**src/rtl/clk_div_pkg.sv**
```systemverilog
// Shared types and helpers for the clock divider / enable generator.
// Effective-value helpers work on 32-bit words; callers size-cast the result.
package clk_div_pkg;

  typedef enum logic {
    StSettle = 1'b0,
    StRun    = 1'b1
  } lock_state_e;

  typedef logic [31:0] word_t;

  function automatic int unsigned clog2_min1(input int unsigned n);
    return (n <= 1) ? 1 : $clog2(n);
  endfunction

  // A half-period of zero behaves as one: divide-by-2.
  function automatic word_t eff_half(input word_t half);
    return (half == '0) ? word_t'(1) : half;
  endfunction

  // Out-of-range phases fall back to zero.
  function automatic word_t eff_phase(input word_t half, input word_t phase);
    return (phase < eff_half(half)) ? phase : '0;
  endfunction

endpackage

```
**src/rtl/clk_div_ch.sv**
```systemverilog
// One divider channel: half-period counter, square output and rising-edge enable.
module clk_div_ch #(
  parameter int unsigned CNT_W = 16
) (
  input  logic             clk,
  input  logic             rst_n,
  input  logic             run,
  input  logic             load,
  input  logic [CNT_W-1:0] half_eff,
  input  logic [CNT_W-1:0] phase_eff,
  output logic             c,
  output logic             ce
);

  logic [CNT_W-1:0] cnt_q;
  logic             c_q;
  logic             ce_q;

  always_ff @(posedge clk) begin
    if (!rst_n) begin
      cnt_q <= '0;
      c_q   <= 1'b0;
      ce_q  <= 1'b0;
    end else if (load) begin
      cnt_q <= phase_eff;
      c_q   <= 1'b0;
      ce_q  <= 1'b0;
    end else if (run) begin
      if (cnt_q == half_eff - CNT_W'(1)) begin
        cnt_q <= '0;
        c_q   <= ~c_q;
        ce_q  <= ~c_q;
      end else begin
        cnt_q <= cnt_q + CNT_W'(1);
        ce_q  <= 1'b0;
      end
    end else begin
      // Counter holds while settling; output is forced low so channels realign.
      c_q  <= 1'b0;
      ce_q <= 1'b0;
    end
  end

  assign c  = c_q;
  assign ce = ce_q;

endmodule

```
**src/rtl/clk_div_gen.sv**
```systemverilog
// Multi-channel clock divider producing square outputs, clock enables and a lock flag.
// Any accepted config write forces a full resettle so all channels restart aligned.
module clk_div_gen
  import clk_div_pkg::*;
#(
  parameter int unsigned                NUM_CH      = 3,
  parameter int unsigned                CNT_W       = 16,
  parameter int unsigned                LOCK_CYCLES = 64,
  parameter logic [NUM_CH*CNT_W-1:0]    HALF_INIT   = {16'd60, 16'd8, 16'd2},
  parameter logic [NUM_CH*CNT_W-1:0]    PHASE_INIT  = '0,
  localparam int unsigned               CH_W        = clog2_min1(NUM_CH)
) (
  input  logic              inclk0,
  input  logic              rst_n,
  input  logic              cfg_we,
  input  logic [CH_W-1:0]   cfg_ch,
  input  logic [CNT_W-1:0]  cfg_half,
  input  logic [CNT_W-1:0]  cfg_phase,
  output logic [NUM_CH-1:0] c_out,
  output logic [NUM_CH-1:0] ce_out,
  output logic              locked,
  output logic              relock_evt
);

  localparam int unsigned LCW = clog2_min1(LOCK_CYCLES);

  logic [CNT_W-1:0] half_q  [NUM_CH];
  logic [CNT_W-1:0] phase_q [NUM_CH];
  lock_state_e      state_q;
  logic [LCW-1:0]   lock_cnt_q;
  logic             locked_q;
  logic             relock_q;

  logic wr_acc;
  logic lock_done;
  logic ch_run;
  logic ch_load;

  assign wr_acc    = cfg_we && (32'(cfg_ch) < NUM_CH);
  assign lock_done = (lock_cnt_q == LCW'(LOCK_CYCLES - 1));
  assign ch_run    = (state_q == StRun) && !wr_acc;
  assign ch_load   = (state_q == StSettle) && lock_done && !wr_acc;

  always_ff @(posedge inclk0) begin
    if (!rst_n) begin
      for (int i = 0; i < NUM_CH; i++) begin
        half_q[i]  <= HALF_INIT[i*CNT_W +: CNT_W];
        phase_q[i] <= PHASE_INIT[i*CNT_W +: CNT_W];
      end
    end else if (wr_acc) begin
      for (int i = 0; i < NUM_CH; i++) begin
        if (32'(cfg_ch) == i) begin
          half_q[i]  <= cfg_half;
          phase_q[i] <= cfg_phase;
        end
      end
    end
  end

  always_ff @(posedge inclk0) begin
    if (!rst_n) begin
      state_q    <= StSettle;
      lock_cnt_q <= '0;
      locked_q   <= 1'b0;
      relock_q   <= 1'b0;
    end else if (wr_acc) begin
      state_q    <= StSettle;
      lock_cnt_q <= '0;
      locked_q   <= 1'b0;
      relock_q   <= (state_q == StRun);
    end else begin
      relock_q <= 1'b0;
      if (state_q == StSettle) begin
        if (lock_done) begin
          state_q    <= StRun;
          lock_cnt_q <= '0;
          locked_q   <= 1'b1;
        end else begin
          lock_cnt_q <= lock_cnt_q + LCW'(1);
        end
      end
    end
  end

  for (genvar i = 0; i < NUM_CH; i++) begin : g_ch
    logic [CNT_W-1:0] half_eff;
    logic [CNT_W-1:0] phase_eff;

    assign half_eff  = CNT_W'(eff_half(word_t'(half_q[i])));
    assign phase_eff = CNT_W'(eff_phase(word_t'(half_q[i]), word_t'(phase_q[i])));

    clk_div_ch #(
      .CNT_W(CNT_W)
    ) u_ch (
      .clk      (inclk0),
      .rst_n    (rst_n),
      .run      (ch_run),
      .load     (ch_load),
      .half_eff (half_eff),
      .phase_eff(phase_eff),
      .c        (c_out[i]),
      .ce       (ce_out[i])
    );
  end

  assign locked     = locked_q;
  assign relock_evt = relock_q;

endmodule

```
**config.mk**
```make
export PLATFORM = sky130hd
export DESIGN_NAME = clk_div_gen
export DESIGN_NICKNAME = d
export VERILOG_FILES = /design/src/rtl/clk_div_pkg.sv /design/src/rtl/clk_div_ch.sv /design/src/rtl/clk_div_gen.sv
export SDC_FILE = /design/constraint.sdc
export NUM_CORES = 1
export LEC_CHECK = 0
export CAP_MARGIN = 20
export CORE_ASPECT_RATIO = 1.25
export CORE_UTILIZATION = 37
export DETAILED_ROUTE_END_ITERATION = 6
export PLACE_DENSITY = 0.57
export SYNTH_ARGS = -nofsm -noshare
export SYNTH_HDL_FRONTEND = slang
export SYNTH_SLANG_ARGS = --single-unit
```
**constraint.sdc**
```tcl
create_clock -name inclk0 -period 4.4 [get_ports inclk0]
set_input_delay 0.88 -clock inclk0 [delete_from_list [all_inputs] [get_ports inclk0]]
set_output_delay 0.88 -clock inclk0 [all_outputs]
set_load 0.03 [all_outputs]
```
### Word level (Yosys, flattened, before mapping)

Memory sizes are Yosys's and may differ from the RTL's.
Index checks and enable logic that the tools add are counted.

| word-level totals | value |
|---|---|
| flip-flop bits (word level) | 63 |
| bits in writable memories | 96 |
| bits of input ports | 37 |
| output and inout port bits | 8 |
| memories kept | 2 |

| operators by class | value |
|---|---|
| $add $sub $neg | 7 |
| order comparisons | 4 |
| equal/unequal tests | 6 |
| mux-type cells | 37 |
| bitwise logic cells | 15 |
| reductions and logical operators | 17 |

Memories:

| name | depth | bits a word | read ports | clocked after Yosys merged registers in | write ports | line | RTL |
|---|---|---|---|---|---|---|---|
| half_q | 3 | 16 | 3 | 0 | 3 | clk_div_gen.sv:27 | `logic [CNT_W-1:0] half_q [NUM_CH];` |
| phase_q | 3 | 16 | 3 | 0 | 3 | clk_div_gen.sv:28 | `logic [CNT_W-1:0] phase_q [NUM_CH];` |

Operators with widths:

| cell | number |
|---|---|
| $mux W16 | 21 |
| $add A16 B1 Y16 const B | 3 |
| $eq A16 B16 Y1 | 3 |
| $logic_not A16 Y1 | 3 |
| $lt A16 B16 Y1 | 3 |
| $sub A16 B1 Y16 const B | 3 |
| $mux W1 | 15 |
| $reduce_or A4 Y1 | 3 |
| $not A1 Y1 | 9 |
| $add A6 B1 Y6 const B | 1 |
| $eq A6 B6 Y1 const B | 1 |
| $mux W6 | 1 |
| $or A1 B1 Y1 | 6 |
| $logic_and A1 B1 Y1 | 4 |
| $reduce_and A2 Y1 | 2 |
| $reduce_or A3 Y1 | 1 |
| $eq A2 B1 Y1 const B | 1 |
| $eq A2 B2 Y1 const B | 1 |
| $logic_not A2 Y1 | 1 |
| $lt A2 B2 Y1 const B | 1 |
| $reduce_bool A2 Y1 | 1 |
| $reduce_or A2 Y1 | 1 |
| $logic_not A1 Y1 | 1 |

### Depth between registers and ports, before layout

| logic depth | value |
|---|---|
| depth after elaboration | 7 |
| mapped depth | 16 |
| gate-level depth less buffers | 12 |

### By module

Synthesis repeated with hierarchy kept, for this count alone.

| unflattened totals | value |
|---|---|
| cells, all modules | 1089 |
| area, all modules | 10359.9 um2 |

Modules (own cells, without submodules):

| module | times used | cells an instance | area an instance (um2) | sequential area each (um2) |
|---|---|---|---|---|
| clk_div_gen | 1 | 480 | 5577.8 | 3062.9 |
| clk_div_ch | 3 | 203 | 1594.0 | 360.3 |

### Worst setup path before layout

Ideal clock, no wire load.

| path | value |
|---|---|
| path type | in2reg |
| start | in cfg_ch[1] |
| end | mem half_q[1][0] (netlist: half_q[0][16]) (enable) |
| setup time | 466 ps |
| data arrival time | 3306 ps |
| slack | 629 ps |
| stages | 2 |
| path buffers | 0 |
| cell sequence | nand2b_1 o21ai_0 |

RTL lines:

| element | line | RTL |
|---|---|---|
| from (decl) | clk_div_gen.sv:16 | `input logic [CH_W-1:0] cfg_ch,` |
| to (decl) | clk_div_gen.sv:27 |  |

==> flow_summary.ini <==
[status]
status = finished, final reports clean

[worst_setup_path]
rr_endpoint = g_ch[1].u_ch.cnt_q[6]$_SDFFE_PN0P_
reg2reg_from = half_q[0][16]$_DFFE_PP_
endpoint = g_ch[1].u_ch.cnt_q[6]$_SDFFE_PN0P_
rrSetupSlack_ps = 490
critPathLaunchType = flip-flop
cp_slowest_cell = or4_4
cp.arrival_ps = 4210
slowest_delay_ps = 560
critPathKind = reg2reg
reg2regPathDepth = 13
startpoint = half_q[0][16]$_DFFE_PP_
cp_max_fo = 16
crit_path_end_kind = flip-flop
path_cells = nor4_4 -> and3_1 -> a21oi_1 -> ha_1 -> or3b_1 -> mux2i_1 -> mux2i_1 -> a21oi_1 -> or4_4 -> nor4_4 -> buf_4 -> nand4b_1 -> a31oi_1
crit_required_ps = 4700

[drt]
wl_met3_um = 1130
met1_length_um = 12500
dr_wl_met2_um = 13500
drt-pass1-iter-count = 5
dr.max_layer_used = met4
drt-total-wl_um = 28300
first_iter_violations = 468
drcViolationCount = 0
ant_nets = 0
wl_per_cell_um = 20.3
via_count = 8071
vias_per_cell = 5.78

[clock_tree]
htree_levels = 4
cts_buffers = 17
clkTransAtPathRegs_ps = 70
cts_hold_buf = 0
clk_latency_ps = 440
root_buffer = clkbuf_16
post_cts_buffers = 0
cts_tree = built
cts_resized = 0
cts_buffer_depth = 2
cts.sinks = 159

[power_and_ir_drop]
clkPwrFrac_pct = 40.9
pwr-share-seq_pct = 46.9
comb_power_share_pct = 12.2
internal_power_mw = 2.81
leakage_nw = 4.02
p_sw_mw = 1.06
powerDensity_nw_per_um2 = 348
peakVddDrop_uv = 290
switching_share_pct = 27.5

[global_routing]
grt_overflow = 0
grt_pass1_wl_um = 44200
track_usage_pct = 21.6
grt_pass1_vias = 7751
grt_max_degree = 51
antenna_found_initial = 0

[min_path]
hp-class = reg2reg
worstHoldStart = g_ch[2].u_ch.c$_SDFFE_PP0N_

[timing]
final.setup.tns_ps = 0
setup_viol = 0
drv_slew = 0
worstMarginPinSlew_ps = 970
finClkSkew_ps = 10.4
rsz0062_at_grt = false
setup_slack_ps = 492
fin_crit_sh_pct = 88.8
max_freq_mhz = 256
slew_headroom_pct = 35.2
hold_viol = 0
period_needed_ps = 3910

[placement]
numPortBuffers = 44
preCtsSetupSlack_ps = 528
place_congestion = 0.872
dp_hpwl_um = 21500

[floorplanning]
initial_core_util_pct = 37.5
rows = 66
dieWidth_um = 147
core_area_um2 = 25900
io_pins = 45
die_y_um = 183
die_area_um2 = 27000

[synthesis]
ys.flop_type = edfxtp_1
synth_area_um2 = 9740
synth_edf_count = 96
async_flop_share_pct = 0
ys_seq_area_share_pct = 42.6
yosys_warnings = 0
synth.distinct_cells = 71
synth_nets = 1112
syn_area_per_cell_um2 = 9.52
synth_cells = 1023
ys_ff_latch = 159

[cells_and_area]
areaGrowthSynthToFinish_pct = 14.3
drive_above_1_share_pct = 8.80
fin_nets = 1133
antenna_cells = 0

[job]
drv_cap = 0
## per-layer routing
metal,global-route usage [%],up-vias
met1,27.6,3909
met3,2.89,54
met5,0,-
met4,11.4,0
li1,-,3894
met2,35.7,214
## worst min path at each step
stage	slack [ps]	to	cells after the start
finish	480	g_ch[2].u_ch.ce$_SDFF_PP0_	1
global route	510	g_ch[0].u_ch.ce$_SDFF_PP0_	1
CTS	480	g_ch[2].u_ch.ce$_SDFF_PP0_	1
detailed placement	460	locked$_SDFFE_PP0P_	2
global placement	470	locked$_SDFFE_PP0P_	2
floorplan	440	g_ch[2].u_ch.ce$_SDFF_PP0_	1
## critical path: cells and delay by family (launching register included)
kind | cells | cell delay, ps
multiplexers | 2 | 240
AND/OR/NAND/NOR | 6 | 2160
adder cells (fa/ha/maj) | 1 | 250
buffers and inverters | 1 | 290
AO/OA/AOI/OAI | 3 | 340
flip-flops | 1 | 500
## cells in the final DEF (no fill, tap or decap), types with 41 or more instances in the layout
master and instances:
and3_1 46, nand2_1 65, xnor2_1 41, ha_1 52
clkdlybuf4s50_1 43, nor2_1 47, inv_1 54, dfxtp_1 63
nand3_1 56, a21oi_1 57, edfxtp_1 96
## synth_stat cells, types with 5 or more instances
master    instances  area (um2)
nand4_1          34         213
o21ai_0          30         150
nand3_1          56         280
nand4b_1          6        52.6
nor2b_1          12        75.1
buf_2             7        35.0
a22oi_1          37         278
nor4_1            8        50.1
o31ai_1           5        37.5
ha_1             52         651
xor2_1           20         175
a22o_1            9        78.8
o21a_1            8        60.1
nor3_1           37         185
nand2_1          65         244
a21oi_1          57         285
and3_1           46         288
or2_2            12        75.1
a21o_1           14         105
nor2_1           47         176
or4_1            11        82.6
clkbuf_1         42         158
a31oi_1          18         113
dfxtp_1          63        1260
nand2b_1          8        50.1
buf_4             7        52.6
xnor2_1          41         359
inv_1            54         203
or3_1            17         106
mux2i_1          12         120
edfxtp_1         96        2880
## power groups by stage
| stage | Sequential [mW] | Combinational (mW) | Clock, mW |
|---|---|---|---|
| after floorplan | 1.78 | 0.346 | 0 |
| after global placement | 1.84 | 0.461 | 0 |
| after detailed placement | 1.84 | 0.465 | 0 |
| after CTS | 1.81 | 0.468 | 1.61 |
| after global routing | 1.82 | 0.529 | 1.66 |
| final | 1.81 | 0.470 | 1.58 |
## logic make-up (layout without fill, tap and decap cells)
logic type | count (synthesis) | after routing | synth area share (%)
xor+xnor | 61 | 61 | 5.49
mux | 12 | 12 | 1.23
simple gates | 402 | 402 | 23.7
compound gates | 220 | 220 | 15.2
fa+ha+maj | 52 | 52 | 6.68
buf+inv | 117 | 151 | 5.10
flops | 159 | 159 | 42.6
## through the flow
step	hold WS, ps	std cells	instance area [um2]	power, mW	util (%)
3_5_place_dp	464	1364	10500	2.31	40.5
5_1_grt	509	1397	11100	4.01	42.9
3_3_place_gp	466	1364	10500	2.30	40.5
4_1_cts	480	1396	11100	3.89	42.8
6_report	475	1397	11100	3.87	42.9
2_1_floorplan	443	1023	9740	2.13	-
## registers in the layout, indices dropped and copies added, names as in the netlist
register	count
g_ch.u_ch.c	3
g_ch.u_ch.cnt_q	48
half_q	48
phase_q	48
locked	1
g_ch.u_ch.ce	3
state_q	1
relock_evt	1
lock_cnt_q	6
## layout make-up
cell class                 count  area, um2
fill                        2582      14800
multi-input combinational    747       5120
sequential                   159       4140
timing repair buffer          65        618
clock buffer                  17        425
tap                          340        425
inverter                      54        203
clock inverter                15        195
No activity file was read; power rests on OpenSTA's default activity.
